==> src/rtl/afs_abort_pkg.sv <==
// rtl/afs_abort_pkg.sv - shared types and constants for the abort sequencer
//
// Holds the sequencer FSM state encoding, the default timeout result
// (-EIO) and the watchdog counter width rule. The counter is sized for
// twice the timeout, so the terminal compare never wraps.

package afs_abort_pkg;

    typedef enum logic [2:0] {
        ST_IDLE,
        ST_ISSUE,
        ST_WAIT,
        ST_RESULT,
        ST_DRAIN
    } state_t;

    localparam logic [31:0] DEFAULT_ERR_C       = 32'hFFFF_FFFB;
    localparam int          DEF_TIMEOUT_CYCLES  = 256;
    localparam int          TIMEOUT_W           = $clog2(2 * DEF_TIMEOUT_CYCLES);

    function automatic int wdog_width(input int cycles);
        return $clog2(2 * cycles);
    endfunction

endpackage

==> src/rtl/afs_abort_fifo.sv <==
// rtl/afs_abort_fifo.sv - synchronous FIFO carrying {tag, code} entries
//
// Ports:
//   clock, reset         single clock, synchronous active-high reset
//   push, push_data      write one entry (caller guarantees !full)
//   pop                  consume the head entry (caller guarantees !empty)
//   pop_data             head entry, valid while !empty
//   full, empty          occupancy flags
//
// Storage is flop based. The head becomes visible the cycle after it is
// pushed into an empty queue. Pointers carry one extra wrap bit to tell
// full from empty.

module afs_abort_fifo #(
    parameter int DEPTH = 4,
    parameter int WIDTH = 40
) (
    input  logic             clock,
    input  logic             reset,
    input  logic             push,
    input  logic [WIDTH-1:0] push_data,
    input  logic             pop,
    output logic [WIDTH-1:0] pop_data,
    output logic             full,
    output logic             empty
);

    localparam int AW = $clog2(DEPTH);

    logic [WIDTH-1:0] mem [DEPTH];
    logic [AW:0]      wr_ptr;
    logic [AW:0]      rd_ptr;

    always_ff @(posedge clock) begin
        if (reset) begin
            wr_ptr <= '0;
            rd_ptr <= '0;
        end else begin
            if (push) begin
                wr_ptr <= wr_ptr + 1'b1;
            end
            if (pop) begin
                rd_ptr <= rd_ptr + 1'b1;
            end
        end
    end

    always_ff @(posedge clock) begin
        if (push) begin
            mem[wr_ptr[AW-1:0]] <= push_data;
        end
    end

    assign pop_data = mem[rd_ptr[AW-1:0]];
    assign empty    = (wr_ptr == rd_ptr);
    assign full     = (wr_ptr[AW] != rd_ptr[AW]) &&
                      (wr_ptr[AW-1:0] == rd_ptr[AW-1:0]);

endmodule

==> src/rtl/afs_abort_sequencer.sv <==
// rtl/afs_abort_sequencer.sv - queues abort codes and sequences translator calls
//
// Ports:
//   clock, reset                     single clock, synchronous active-high reset
//   in_valid/in_ready/in_abort_code/in_tag
//                                    abort codes from the RX teardown path
//   xl_start/xl_busy/xl_abort_code   translator call handshake
//   xl_done/xl_stall/xl_returndata   translator return handshake
//   out_valid/out_ready/out_error/out_tag/out_timeout
//                                    tagged errno result to call completion
//   stat_timeouts                    saturating count of watchdog fallbacks
//
// Build option: AFS_ABORT_ZERO_BYPASS_EN makes a code of 0 complete
// immediately with errno 0 and no translator call.
//
// Only one call is ever outstanding, so results leave in input order.
// After a watchdog fallback the translator may still answer; the DRAIN
// state swallows that one late return so it cannot be matched to the
// next call.

module afs_abort_sequencer
    import afs_abort_pkg::*;
#(
    parameter int          FIFO_DEPTH     = 4,
    parameter int          TAG_W          = 8,
    parameter int          TIMEOUT_CYCLES = DEF_TIMEOUT_CYCLES,
    parameter logic [31:0] DEFAULT_ERR    = DEFAULT_ERR_C
) (
    input  logic             clock,
    input  logic             reset,
    input  logic             in_valid,
    output logic             in_ready,
    input  logic [31:0]      in_abort_code,
    input  logic [TAG_W-1:0] in_tag,
    output logic             xl_start,
    input  logic             xl_busy,
    output logic [31:0]      xl_abort_code,
    input  logic             xl_done,
    output logic             xl_stall,
    input  logic [31:0]      xl_returndata,
    output logic             out_valid,
    input  logic             out_ready,
    output logic [31:0]      out_error,
    output logic [TAG_W-1:0] out_tag,
    output logic             out_timeout,
    output logic [15:0]      stat_timeouts
);

    localparam int             WD_W    = wdog_width(TIMEOUT_CYCLES);
    localparam logic [WD_W-1:0] WD_LAST = WD_W'(TIMEOUT_CYCLES - 1);

    state_t state;
    state_t state_d;

    logic             fifo_full;
    logic             fifo_empty;
    logic             fifo_push;
    logic             fifo_pop;
    logic [TAG_W+31:0] fifo_head;

    logic [31:0]      code_q;
    logic [TAG_W-1:0] tag_q;
    logic [WD_W-1:0]  wd;
    logic             drain_pending;

    logic take_next;
    logic wd_clr;
    logic wd_inc;
    logic ld_done;
    logic ld_timeout;
    logic ld_zero;
    logic drain_clr;

    // Reset term keeps the queue closed while reset is held.
    assign in_ready  = !reset && !fifo_full;
    assign fifo_push = in_valid && in_ready;
    assign fifo_pop  = take_next;

    afs_abort_fifo #(
        .DEPTH (FIFO_DEPTH),
        .WIDTH (TAG_W + 32)
    ) u_fifo (
        .clock     (clock),
        .reset     (reset),
        .push      (fifo_push),
        .push_data ({in_tag, in_abort_code}),
        .pop       (fifo_pop),
        .pop_data  (fifo_head),
        .full      (fifo_full),
        .empty     (fifo_empty)
    );

    always_comb begin
        state_d    = state;
        take_next  = 1'b0;
        wd_clr     = 1'b0;
        wd_inc     = 1'b0;
        ld_done    = 1'b0;
        ld_timeout = 1'b0;
        ld_zero    = 1'b0;
        drain_clr  = 1'b0;

        case (state)
            ST_IDLE: begin
                take_next = !fifo_empty;
            end
            ST_ISSUE: begin
                if (!xl_busy) begin
                    state_d = ST_WAIT;
                    wd_clr  = 1'b1;
                end
            end
            ST_WAIT: begin
                // A return in the expiry cycle wins over the fallback.
                if (xl_done) begin
                    ld_done = 1'b1;
                    state_d = ST_RESULT;
                end else if (wd == WD_LAST) begin
                    ld_timeout = 1'b1;
                    state_d    = ST_RESULT;
                end else begin
                    wd_inc = 1'b1;
                end
            end
            ST_RESULT: begin
                if (out_ready) begin
                    if (drain_pending) begin
                        state_d = ST_DRAIN;
                        wd_clr  = 1'b1;
                    end else begin
                        state_d   = ST_IDLE;
                        take_next = !fifo_empty;
                    end
                end
            end
            ST_DRAIN: begin
                if (xl_done || (wd == WD_LAST)) begin
                    state_d   = ST_IDLE;
                    drain_clr = 1'b1;
                end else begin
                    wd_inc = 1'b1;
                end
            end
            default: begin
                state_d = ST_IDLE;
            end
        endcase

        // Popping from IDLE or straight out of a RESULT handshake both
        // land here, which gives back-to-back operation.
        if (take_next) begin
            state_d = ST_ISSUE;
`ifdef AFS_ABORT_ZERO_BYPASS_EN
            if (fifo_head[31:0] == 32'h0) begin
                state_d = ST_RESULT;
                ld_zero = 1'b1;
            end
`endif
        end
    end

    always_ff @(posedge clock) begin
        if (reset) begin
            state         <= ST_IDLE;
            code_q        <= '0;
            tag_q         <= '0;
            wd            <= '0;
            drain_pending <= 1'b0;
            out_error     <= '0;
            out_timeout   <= 1'b0;
            stat_timeouts <= '0;
        end else begin
            state <= state_d;

            if (take_next) begin
                code_q <= fifo_head[31:0];
                tag_q  <= fifo_head[TAG_W+31:32];
            end

            if (wd_clr) begin
                wd <= '0;
            end else if (wd_inc) begin
                wd <= wd + 1'b1;
            end

            if (ld_done) begin
                out_error   <= xl_returndata;
                out_timeout <= 1'b0;
            end else if (ld_timeout) begin
                out_error   <= DEFAULT_ERR;
                out_timeout <= 1'b1;
            end else if (ld_zero) begin
                out_error   <= '0;
                out_timeout <= 1'b0;
            end

            if (ld_timeout) begin
                drain_pending <= 1'b1;
                if (stat_timeouts != 16'hFFFF) begin
                    stat_timeouts <= stat_timeouts + 16'd1;
                end
            end else if (drain_clr) begin
                drain_pending <= 1'b0;
            end
        end
    end

    assign xl_start      = (state == ST_ISSUE);
    assign xl_abort_code = code_q;
    // Held in RESULT so a late return cannot land while a result is shown.
    assign xl_stall      = (state == ST_RESULT);
    assign out_valid     = (state == ST_RESULT);
    assign out_tag       = tag_q;

endmodule

==> config.mk <==
export PLATFORM = sky130hd
export DESIGN_NAME = afs_abort_sequencer
export DESIGN_NICKNAME = d
export VERILOG_FILES = /design/src/rtl/afs_abort_pkg.sv /design/src/rtl/afs_abort_fifo.sv /design/src/rtl/afs_abort_sequencer.sv
export SDC_FILE = /design/constraint.sdc
export NUM_CORES = 1
export LEC_CHECK = 0
export BUFFER_PORTS_ARGS = -buffer_cell sky130_fd_sc_hd__buf_2
export CAP_MARGIN = 20
export CORE_ASPECT_RATIO = 0.75
export CORE_UTILIZATION = 35
export DETAILED_ROUTE_END_ITERATION = 8
export GPL_TIMING_DRIVEN = 0
export PLACE_DENSITY = 0.63
export SETUP_SLACK_MARGIN = 0.15
export SYNTH_ARGS = -nofsm -noshare
export SYNTH_HDL_FRONTEND = slang
export SYNTH_SLANG_ARGS = --single-unit
export TNS_END_PERCENT = 1
==> constraint.sdc <==
create_clock -name clock -period 4 [get_ports clock]
set_input_delay 0.4 -clock clock [delete_from_list [all_inputs] [get_ports clock]]
set_output_delay 0.4 -clock clock [all_outputs]
set_load 0.02 [all_outputs]
; Word level (Yosys, flattened, before mapping)
; Memories as Yosys holds them, arrays and structs flattened. A register that Yosys moved wholly into a read port is not among the register bits.
; Index checks and enable logic that the tools add are counted.
[classes]
bitwise = 1
eq_ne = 18
muxes = 32
n_addsub = 4
n_reduce_logical = 16
[op_table]
columns = op, count
row1 = 32-bit 2-to-1 mux, 2
row2 = 1-bit 2-to-1 mux, 20
row3 = 3-bit 2-to-1 mux, 6
row4 = "16-bit by 1-bit adder with 16-bit output, second input constant", 1
row5 = "16-bit != test, second input constant", 1
row6 = 3-bit case mux with 5 select lines, 1
row7 = 5-bit AND reduction, 2
row8 = "9-bit by 1-bit adder with 9-bit output, second input constant", 1
row9 = "9-bit by 8-bit == test with 1-bit output, second input constant", 1
row10 = "3-bit by 1-bit adder with 3-bit output, second input constant", 2
row11 = "3-bit by 2-bit == test with 1-bit output, second input constant", 2
row12 = "2-bit != test, second input constant", 3
row13 = "3-bit != test, second input constant", 2
row14 = 1-bit case mux with 2 select lines, 3
row15 = 2-bit OR reduction, 3
row16 = "4-bit != test, second input constant", 1
row17 = 2-bit nonzero test, 2
row18 = "3-bit by 1-bit == test with 1-bit output, second input constant", 1
row19 = 3-bit == test, 1
row20 = "3-bit == test, second input constant", 1
row21 = 1-bit logical AND, 3
row22 = 1-bit logical NOT, 3
row23 = 3-bit logical NOT, 1
row24 = "3-bit by 1-bit != test with 1-bit output, second input constant", 1
row25 = other kinds (7), 7
[word_totals]
output_inout_bits = 93
memories = 1
ramBits = 160
word_cells = 81
ff_bits = 68
inputBits = 78
[mem_list]
columns = memory, words, width, rd, rd_clocked_by_memory_dff, wr, line
row1 = u_fifo.mem, 4, 40, 1, 1, 1, afs_abort_fifo.sv:30  ; logic [WIDTH-1:0] mem [DEPTH];

; Logic depth before layout (Yosys ltp)
; Gate-level depths: netlist (run 1).
[logic_depth]
word_depth = 7
depth_mapped = 9
mapped_depth_nobuf = 8

; By module
; Synthesis (run 1) repeated with hierarchy kept, for this count alone.
[unflattened]
cells_unflattened = 730
hier_area_um2 = 10269.8
[modules_own_cells]
columns = module, instances, area_each_um2, seq_area_each_um2, cells_each
row1 = afs_abort_fifo, 1, 6216.0, 4964.8, 249
row2 = afs_abort_sequencer, 1, 4053.9, 2042.0, 481

; Worst setup path after synthesis (run 1)
; OpenSTA, ideal clock, no wires.
[synth_path]
path_kind = register to register
startpoint = register u_fifo.rd_ptr[0]
endpoint = memory u_fifo.mem[3][0], enable pin
path_stages_with_launch = 5
required_time_ns = 3.598
arrival_ns = 2.246
setup_time_ns = 0.402
setup_slack_ns = 1.352
cell_sequence = dfxtp_1 buf_2 xnor2_1 a311oi_1 and2_1
[synth_via]
elab_chain_len = 7
[synth_lines]
columns = item, line
row1 = "start, declared", afs_abort_fifo.sv:32  ; logic [AW:0] rd_ptr;
row2 = "start signal, assigned", afs_abort_fifo.sv:43  ; rd_ptr <= rd_ptr + 1'b1;
row3 = 2-bit == test, afs_abort_fifo.sv:57  ; (wr_ptr[AW-1:0] == rd_ptr[AW-1:0]);
row4 = 1-bit logical AND, afs_abort_fifo.sv:56  ; assign full = (wr_ptr[AW] != rd_ptr[AW]) &&
row5 = 1-bit logical NOT, afs_abort_sequencer.sv:75  ; assign in_ready = !reset && !fifo_full;
row6 = 1-bit logical AND, afs_abort_sequencer.sv:75
row7 = 1-bit logical AND, afs_abort_sequencer.sv:76  ; assign fifo_push = in_valid && in_ready;
row8 = 1-bit 2-to-1 mux, afs_abort_fifo.sv:49  ; if (push) begin
row9 = 1-bit 2-to-1 mux (implied by the code), afs_abort_fifo.sv:50  ; mem[wr_ptr[AW-1:0]] <= push_data;
row10 = "end, declared", afs_abort_fifo.sv:30
; No other way between the ends.

; Worst setup path in the final report (run 1)
[layout_path]
startpoint = register u_fifo.rd_ptr[1]
endpoint = memory u_fifo.mem[3][21], enable pin
; Same word-level chain as after synthesis.

==> metrics.md, run 1 <==
| Metric | Value |
|---|---|
| Initial antenna violation count | 3 |
| Synth top area share | 0.465 |
| CTS sink count | between 200 and 300 |
| Detailed Route WL | approximately 23000 um |
| Yosys reg bits | approximately 270 |
| Worst slack, placed | 1.26 ns |
| Avg Inst Size Synth | ~14 um2 |
| Synthesis warning total | 0 |
| Area of the die | roughly 0.03 mm2 |
| Wirelength per Cell | ~17 um |
| Final WS setup | approximately 1.2 ns |
| Clock root cell | clkbuf_16 |
| Fmax | ~360 MHz |
| Slew Limit Fails | 0 |
| Worst path bufs/invs | 2 |
| Worst-path clk slew | about 0.06 ns |
| DR DRC count | 0 |
| Vias/cell | 4.81 |
| Clock power frac | 0.322 |
| Io pins | 171 |
| Max cap viols | 0 |
| Routed Antenna Nets | 0 |
| I/O Buffers | between 150 and 200 |
| Crit path time final | around 2.8 ns |
| Leak Pwr | around 4.7 nW |
| Post-synthesis sequential area ratio | 0.674 |
| Total core area | just under 0.03 mm2 |
| Synth Flop Type | edfxtp_1 |
| Gate Count Post-Synth | 731 |
| Ys async rst share | 0 |
| Post-Layout Cell Count | approximately 1400 |
| Remaining Overflow, GRT | 0 |
| Synth unique cells | 49 |
| Kind of cell adding the most delay to the critical path | compound AO/OA/AOI/OAI gates |
| Layout cells sized above 1 | 0.301 |
| Area leader, netlist | edfxtp_1 |
| Synthesized area | 0.0103 mm2 |
| Drt first pass iters | 4 |
| Area grow syn2layout | 22.2% |
| Critical path, cell by cell | buf_2 -> xnor2_1 -> a311oi_1 -> and2_2 -> buf_12 |
| Via count | roughly 6500 |
| Layout Nets | between 1000 and 1500 |
| Critical Path AT | 3.03 ns |
| Overall routing resource usage | 0.153 |
| Slowest-stage cell, CP | a311oi_1 |
| CTS tree | done |
| Row count | 54 |
| Total CTS buffers | 28 |
| RSZ-0062 raised after global routing | false |
| Worst Setup Start Kind | flop |
| Switching pwr | approximately 0.0022 W |
| Fin. Hold Viols | 0 |
| HP Class | in -> reg |
| Final RePlAce weighted congestion | just over 0.8 |
| CP max stage delay | just over 0.8 ns |
| Worst-case clock buffer depth | 3 |
| Most common cell after layout, fill and taps aside | buf_2 |
| DIE HEIGHT | about 150 um |
| Vias in the first global route | 6351 |
| Starting Density | 0.356 |
| Cells after DPL | approximately 1300 |
| Slew @ Worst Pin | roughly 0.94 ns |
| Worst slew margin | 0.371 |
| Initial DRC count | roughly 320 |
| Setup bufs post-CTS | 0 |
| Outcome | complete, no violations |
| First-pass GRT wire length | approximately 36000 um |
| CTS H-tree depth | 1 |
| Crit path max fanout | 24 |
| Die W | 200 um |
| Number of synthesized flops with an enable pin | 160 |
| Pwr dens | ~600 mW/mm2 |
| CTS Hold Bufs | 0 |
| Worst-Skew Late Latency | between 0.5 and 0.6 ns |
| Sw frac | 0.297 |
| Post-Route Utilization | 0.435 |
| Clock Skews | ~0.013 ns |
| DPL Wire Length | roughly 16000 um |
| Comb pwr share | 0.234 |
| Largest net degree at the start of global routing | 29 |
| Sequential Power Share | 0.443 |
| Setup_tns | 0 ns |
| Internal power | 0.00532 W |
| Worst VDD drop | between 0.4 and 0.5 mV |
| Kind of critical path | reg -> reg |
| Final setup fails | 0 |
| Overall power | between 0.007 and 0.008 W |
| Synthesized Nets | ~820 |
| Crit. End Element | flop |
| Required @ worst endpoint | 4.26 ns |
| PostCTS Resize Cnt | 0 |
| Final worst-path cycle share | 0.694 |
| Most frequent cells in the layout | buf_2 (179), edfxtp_1 (160), dfxtp_1 (108) |
| Leading post-synthesis cells by cell area | edfxtp_1 (46%), dfxtp_1 (21%), mux4_2 (8.7%), mux2i_1 (4.1%), nand2_1 (3.7%) |
-- metal layers --
metal  part of all wire  vias up  track usage  wire length (um)
met5            0.00073        -            0                17
met4              0.021        2       0.0412               500
met3              0.064       42       0.0432              1500
li1                   -     3137            -                 -
met1               0.48     3147        0.214             11100
met2               0.44      169        0.233             10200
-- Yosys cell counts, types with 7 or more instances --
cell and instances:
ha_1 8, nor4_1 7, mux2_2 8, o22ai_1 31, buf_2 9, nand3_1 12
clkbuf_1 26, mux4_2 40, xnor2_1 12, mux2i_1 42, nor2b_1 12, dfxtp_1 108
a21oi_1 16, inv_1 7, nand2_1 101, o21ai_0 7, and2_1 7, nor2_1 55
edfxtp_1 160, nor3_1 7
-- sequential cells by signal (all words and copies together), names as in the netlist, 3 cells and up --
register / flops
state: 3
out_error: 32
out_tag: 8
u_fifo.mem: 160
xl_abort_code: 32
stat_timeouts: 16
u_fifo.rd_ptr: 3
u_fifo.wr_ptr: 3
wd: 9
-- worst reg2reg max path, cell delays in order, from the launching register on --
cell      delay [ns]
dfxtp_1         0.32
buf_2           0.24
xnor2_1         0.14
a311oi_1        0.83
and2_2          0.66
buf_12          0.27
-- final timing paths --
check	start	endpoint	slack, ns	cells after the start
min	in_abort_code[8]	u_fifo.mem[0][8]	0.05	1
min reg2reg	xl_abort_code[5]	xl_abort_code[5]	0.45	2
max reg2reg	u_fifo.rd_ptr[1]	u_fifo.mem[3][21]	1.22	5
max	u_fifo.rd_ptr[1]	u_fifo.mem[3][21]	1.22	5
-- logic make-up (layout without fill, tap and decap cells) --
family | after synthesis | after routing | share of synthesized area
compound gates | 72 | 72 | 0.0440
xor+xnor | 13 | 13 | 0.0110
simple gates | 229 | 229 | 0.103
flops | 268 | 268 | 0.674
buf+inv | 51 | 277 | 0.0218
mux | 90 | 90 | 0.136
fa+ha+maj | 8 | 8 | 0.00968
other cells | 0 | 2 | 0
-- layout make-up --
| type | instances | area (um2) |
|---|---|---|
| antenna | 2 | 5.00 |
| buffer | 43 | 195 |
| clock buffer | 36 | 741 |
| clock inverter | 16 | 120 |
| fill | 2724 | 16400 |
| inverter | 8 | 30.0 |
| multi-input combinational | 412 | 3150 |
| sequential | 268 | 6970 |
| tap | 392 | 490 |
| timing repair buffer | 174 | 931 |
-- stage by stage --
stage          area [um2]  hold slack [ns]
3_3_place_gp        11700            0.441
2_1_floorplan       10300            0.471
6_report            12600           0.0536
4_1_cts             12600           0.0258
5_1_grt             12600           0.0326
3_5_place_dp        11800            0.446
-- power groups by stage --
| stage | logic (W) | clock network (W) | registers (W) |
|---|---|---|---|
| CTS | 0.00181 | 0.00250 | 0.00336 |
| detailed placement | 0.00181 | 0 | 0.00341 |
| global route | 0.00193 | 0.00261 | 0.00339 |
| floorplan | 0.000949 | 0 | 0.00367 |
| finish | 0.00177 | 0.00244 | 0.00336 |
| global placement | 0.00178 | 0 | 0.00341 |
No activity file was read; power rests on OpenSTA's default activity.
==> run 2: changes to the inputs <==
- PLACE_DENSITY: 0.63 -> 0.65
- clock period: 4 -> 2.4 ns (I/O delays scaled with it)
==> metrics.md, run 2 (synthesis results as in run 1) <==
| Metric | Value |
|---|---|
| Most used cell, CP | ha_2 |
| Initial antenna violation count | 1 |
| Worst VDD drop | roughly 0.75 mV |
| Starting Density | 0.356 |
| Pwr dens | just under 1000 mW/mm2 |
| Worst slew margin | 0.521 |
| Post-Route Utilization | 0.467 |
| Total CTS buffers | 28 |
| I/O Buffers | between 150 and 200 |
| Vias/cell | 4.79 |
| Fmax | approximately 450 MHz |
| CTS sink count | ~270 |
| Critical path, cell by cell | ha_2 -> nand3_1 -> nor2_2 -> ha_2 -> nor2b_4 -> nand3_2 -> nor4_2 -> mux2_2 |
| Layout fillers | roughly 2600 |
| RSZ-0062 raised after global routing | true |
| Kind of critical path | reg -> reg |
| Max FFs per register | 160 |
| CP max stage delay | 0.36 ns |
| Setup_tns | 0 ns |
| Hold Path End | state[1] |
| Io pins | between 150 and 200 |
| Critical Path AT | around 2.7 ns |
| HP Class | in -> reg |
| Max cap viols | 0 |
| Internal power | 0.00933 W |
| Largest net degree at the start of global routing | 25 |
| Crit. End Element | flop |
| Most frequent cells in the layout | buf_2 (178), edfxtp_1 (160), dfxtp_1 (107) |
| Hold path cells | 4 |
| Final RePlAce weighted congestion | slightly below 0.8 |
| Slew Limit Fails | 0 |
| Die W | 200 um |
| DR DRC count | 0 |
| Worst-case clock buffer depth | 3 |
| Initial DRC count | 291 |
| Slowest-stage cell, CP | mux2_2 |
| Worst Setup Start Kind | flop |
| Final setup fails | 0 |
| Comb pwr share | 0.233 |
| Total core area | roughly 0.029 mm2 |
| Leak Pwr | between 5 and 6 nW |
| R2R depth | 8 |
| Min-delay src | xl_busy |
| FF+latch area | approximately 0.0070 mm2 |
| Layout cells sized above 1 | 0.293 |
| Reg-to-Reg Start | wd[1] |
| Worst-path clk slew | around 0.06 ns |
| Most common cell after layout, fill and taps aside | buf_2 |
| Area grow syn2layout | 31.1% |
| DPL Wire Length | around 15000 um |
| Layout Nets | approximately 1100 |
| Switching pwr | around 0.0037 W |
| Multi-input logic area | approximately 0.0032 mm2 |
| Sequential Power Share | 0.429 |
| Crit path max fanout | 6 |
| Drt first pass iters | 6 |
| R2r setup slk | roughly 0.16 ns |
| Outcome | complete, no violations |
| Area of the die | just over 0.03 mm2 |
| CTS H-tree depth | 1 |
| Overall routing resource usage | 0.156 |
| Worst slack, placed | -0.322 ns |
| Fin. Hold Viols | 0 |
| Sw frac | 0.284 |
| Wirelength per Cell | between 15 and 20 um |
| Remaining Overflow, GRT | 0 |
| Clock root cell | clkbuf_16 |
| Reg-to-reg endpoint | stat_timeouts[11] |
| Via count | between 6000 and 7000 |
| First-pass GRT wire length | 36800 um |
| Clock power frac | 0.339 |
| Row count | between 50 and 60 |
| Worst-Skew Late Latency | between 0.5 and 0.6 ns |
| Required @ worst endpoint | around 2.8 ns |
| Detailed Route WL | 23900 um |
| DIE HEIGHT | 151 um |
| Vias in the first global route | ~6700 |
| Crit path time final | between 2 and 2.5 ns |
| Clock Skews | ~0.017 ns |
| CTS tree | done |
| Final WS setup | 0.155 ns |
| Final worst-path cycle share | 0.935 |
| Slew @ Worst Pin | 0.719 ns |
| Routed Antenna Nets | 0 |
[run 2: changes by cell type in the layout (fill, tap and decap cells not counted), sizes merged]
cell / change
diode: -1
clkbuf: +7
clkinvlp: -4
clkinv: -5
dlygate4sd3: +73
buf: +3
bufinv: +2
[run 2: worst max-delay path: cells and delay by family, from the launching register on]
family        cells  cell delay, ns
fa+ha+maj         2            0.42
simple gates      5            0.98
flops             1            0.35
mux               1            0.36
[run 2: power groups by stage]
stage / clock network (W) / logic, W / registers [W]
after detailed placement: 0 / 0.00297 / 0.00568
after global routing: 0.00471 / 0.00329 / 0.00565
after floorplan: 0 / 0.00158 / 0.00612
after CTS: 0.00452 / 0.00308 / 0.00559
after global placement: 0 / 0.00292 / 0.00569
final: 0.00442 / 0.00303 / 0.00559
[run 2: worst max-delay path by stage]
stage,startpoint,to,slack (ns),cells past startpoint
floorplan,u_fifo.rd_ptr[0],u_fifo.mem[1][0],-0.23,4
global placement,u_fifo.rd_ptr[0],u_fifo.mem[1][23],-1.32,4
detailed placement,u_fifo.rd_ptr[1],u_fifo.mem[2][20],-0.32,5
CTS,u_fifo.rd_ptr[0],u_fifo.mem[1][25],0.14,5
global route,u_fifo.rd_ptr[0],u_fifo.mem[2][27],0.04,5
finish,wd[1],stat_timeouts[11],0.16,8
[run 2: cell type report]
class | instances | area share
multi-input cells | 412 | 0.238
well taps | 392 | 0.0362
inverters | 8 | 0.00222
clock buffers | 43 | 0.0605
repair buffers | 250 | 0.125
clock inverters | 9 | 0.00877
plain buffers | 43 | 0.0149
flip-flops and latches | 268 | 0.514
diodes | 1 | 0.000185
[run 2: timing repair]
action / 4_1_cts / 5_1_grt
endpoints found under the setup margin: 174 / 109
buffers inserted: 2 / 1
endpoints found under the hold margin: 193 / 0
resized for setup: 17 / 3
hold buffers: 73 / 0
pin swaps: 0 / 2
[run 2: per-stage QoR]
step                      instances  total power, W  instance area (um2)  hold WS (ns)
after detailed placement       1297         0.00865                11800         0.443
after CTS                      1424          0.0132                13500        0.0342
after global placement         1293         0.00861                11700         0.439
final                          1426          0.0130                13600        0.0526
after global routing           1425          0.0136                13600        0.0592
after floorplan                 731         0.00771                10300         0.339
[run 2: routing by layer]
metal / vias up / track usage / part of all wire
met5: - / 0 / 0
met1: 3369 / 0.216 / 0.47
met3: 28 / 0.0316 / 0.043
li1: 3290 / - / -
met4: 0 / 0.0332 / 0.018
met2: 143 / 0.255 / 0.47
==> run 3: changes to the inputs <==
- SYNTH_HIERARCHICAL: unset -> 1
==> metrics.md, run 3 <==
| Metric | Value |
|---|---|
| DPL Wire Length | 16200 um |
| Detailed Route WL | around 25000 um |
| Gate Count Post-Synth | 730 |
| Final worst-path cycle share | 0.907 |
| CTS sink count | between 200 and 300 |
| Post-Route Utilization | 0.475 |
| Area grow syn2layout | 31.5% |
| Crit path time final | 2.18 ns |
| Most frequent cells after synthesis | edfxtp_1 (160), dfxtp_1 (110), nand2_1 (91), nor2_1 (60), a21oi_1 (56) |
| Area leader, netlist | edfxtp_1 |
| Synth Area in Compound Gates | 0.0675 |
| RSZ-0062 raised after global routing | true |
| Worst VDD drop | just under 0.6 mV |
| Avg Inst Size Synth | ~14 um2 |
| Synthesized area | 0.0103 mm2 |
| Fin. Hold Viols | 0 |
| Synthesized Nets | ~800 |
| Max FFs per register | 160 |
| Slew @ Worst Pin | just over 0.7 ns |
| Starting Density | 0.361 |
| DIE HEIGHT | around 150 um |
| Outcome | complete, no violations |
| Leak Pwr | 5.03 nW |
| Synth top area share | 0.468 |
| Initial antenna violation count | 1 |
| Total core area | ~0.028 mm2 |
| Hold slack | ~0.12 ns |
| Post-route cell area | between 0.01 and 0.015 mm2 |
| Row count | 53 |
| Total CTS buffers | 27 |
| Synth unique cells | 60 |
| Synthesis warning total | 6 |
| Kind of critical path | reg -> reg |
| XOR/XNOR Fraction of Synth Area | 0.0111 |
| Clock Skews | 0.0140 ns |
| Critical Path AT | ~2.4 ns |
| Yosys reg bits | 270 |
| Clock root cell | clkbuf_16 |
| Initial DRC count | between 300 and 400 |
| Io pins | between 150 and 200 |
| Drt first pass iters | 4 |
| Layout cells sized above 1 | 0.298 |
| I/O Buffers | 169 |
| Combinational family with the most area after synthesis | simple AND/OR/NAND/NOR gates |
| Crit path max fanout | 25 |
| Post-synthesis sequential area ratio | 0.682 |
| Placed inst area | roughly 0.012 mm2 |
| Area of the die | ~0.03 mm2 |
| Most common cell after layout, fill and taps aside | buf_2 |
| Worst-Skew Late Latency | about 0.54 ns |
| Cell with the most instances after synthesis | edfxtp_1 |
| Worst-path clk slew | around 0.060 ns |
| Vias in the first global route | approximately 6700 |
| CTS tree | done |
| Pwr dens | between 900 and 1000 mW/mm2 |
| Required @ worst endpoint | ~2.6 ns |
| Die W | 200 um |
| Worst-case clock buffer depth | 3 |
| Number of synthesized flops with an enable pin | 160 |
| Largest net degree at the start of global routing | 26 |
| Synth Flop Type | edfxtp_1 |
| DR DRC count | 0 |
| Final setup fails | 0 |
| Worst Setup Start Kind | flop |
| Remaining Overflow, GRT | 0 |
| Layout Nets | approximately 1100 |
| Crit. End Element | flop |
| Vias/cell | 4.85 |
| Layout fillers | about 2500 |
| Worst slew margin | 0.520 |
| Max cap viols | 0 |
| HP Class | in -> reg |
| Most frequent cells in the layout | buf_2 (181), edfxtp_1 (160), dfxtp_1 (110) |
| Synth Area in Adders | 0.00975 |
| Routed Antenna Nets | 0 |
| Leading post-synthesis cells by cell area | edfxtp_1 (47%), dfxtp_1 (21%), mux4_2 (8.8%), nand2_1 (3.3%), a21oi_1 (2.7%) |
| Overall routing resource usage | 0.168 |
| First-pass GRT wire length | between 30000 and 40000 um |
| Wirelength per Cell | around 18 um |
| Fmax | 460 MHz |
| Synth Area in Simple Gates | 0.107 |
| Mux cell area share after synthesis | 0.0941 |
| CTS H-tree depth | 1 |
| Final RePlAce weighted congestion | around 0.79 |
| Ys async rst share | 0 |
| Via count | 6879 |
| Slew Limit Fails | 0 |
==> run 3: cell count changes in the layout (fill, tap and decap cells not counted), moves of 4 or more <==
cell | before | now
a21oi_1 | 16 | 56
nand2_1 | 101 | 91
nand3b_1 | 0 | 4
nor2_1 | 54 | 60
clkbuf_1 | 37 | 25
buf_4 | 8 | 3
nor2b_1 | 11 | 7
mux2i_1 | 42 | 2
bufinv_16 | 3 | 7
mux2_2 | 8 | 2
==> run 3: worst paths after layout <==
| kind | startpoint | endpoint | slack [ns] | cells after the start |
|---|---|---|---|---|
| max | u_fifo/wr_ptr[0] | u_fifo/mem[3][24] | 0.22 | 7 |
| min | xl_done | out_error[2] | 0.12 | 3 |
| max reg2reg | u_fifo/wr_ptr[0] | u_fifo/mem[3][24] | 0.22 | 7 |
| min reg2reg | xl_abort_code[12] | xl_abort_code[12] | 0.45 | 2 |
==> run 3: cell type report <==
type	count	area, um2	share of cell area
antenna	2	5.00	0.000371
buffer	42	258	0.0191
clock buffer	37	764	0.0566
clock inverter	13	246	0.0183
inverter	10	37.5	0.00278
multi-input combinational	410	3000	0.222
sequential	270	7010	0.519
tap	385	482	0.0357
timing repair buffer	249	1700	0.126
==> run 3: metal layers <==
metal  GRT usage  vias to the layer above  share of wire
li1            -                     3307              -
met1       0.233                     3367           0.46
met2       0.269                      166           0.47
met3      0.0347                       39          0.051
met4      0.0439                        0          0.021
met5           0                        -              0
==> run 3: what timing repair did <==
item / in CTS / in global routing
buffers inserted: 0 / 3
pin swaps: 2 / 5
cloned: 2 / 0
resized for setup: 6 / 2
setup endpoints to repair: 135 / 65
hold buffers: 73 / 0
hold endpoints to repair: 200 / 0
==> run 3: report_power, final <==
part	switching [W]	total, W	internal, W
Combinational	0.00185	0.00308	0.00122
Sequential	0.000210	0.00554	0.00533
Clock	0.00176	0.00474	0.00298
==> run 3: kinds of logic (layout without fill, tap and decap cells) <==
group | count (synthesis) | in the layout
DFF | 270 | 270
xor gates and xnor gates | 13 | 13
other | 0 | 2
buffers and inverters | 52 | 351
muxes | 46 | 46
adders and majority gates | 8 | 8
AOI/OAI and AO/OA | 118 | 118
and+or+nand+nor | 223 | 225
==> run 3: per-stage QoR <==
| stage | TNS [ns] | setup slack (ns) | power (W) | cells |
|---|---|---|---|---|
| 5_1_grt | 0 | 0.0744 | 0.0140 | 1417 |
| 4_1_cts | 0 | 0.0792 | 0.0135 | 1413 |
| 3_3_place_gp | -57.91 | -0.375 | 0.00861 | 1284 |
| 2_1_floorplan | 0 | 0.0183 | 0.00763 | 730 |
| 6_report | 0 | 0.224 | 0.0134 | 1418 |
| 3_5_place_dp | -14.04 | -0.212 | 0.00867 | 1288 |
==> run 3: worst max-delay path, cell delays in order (launching register included) <==
cell and delay (ns):
dfxtp_1 0.43, xor2_1 0.22, nor3_1 0.08, nor2_1 0.11, and2_1 0.14, clkbuf_2 0.25, and2_4 0.38, buf_12 0.25
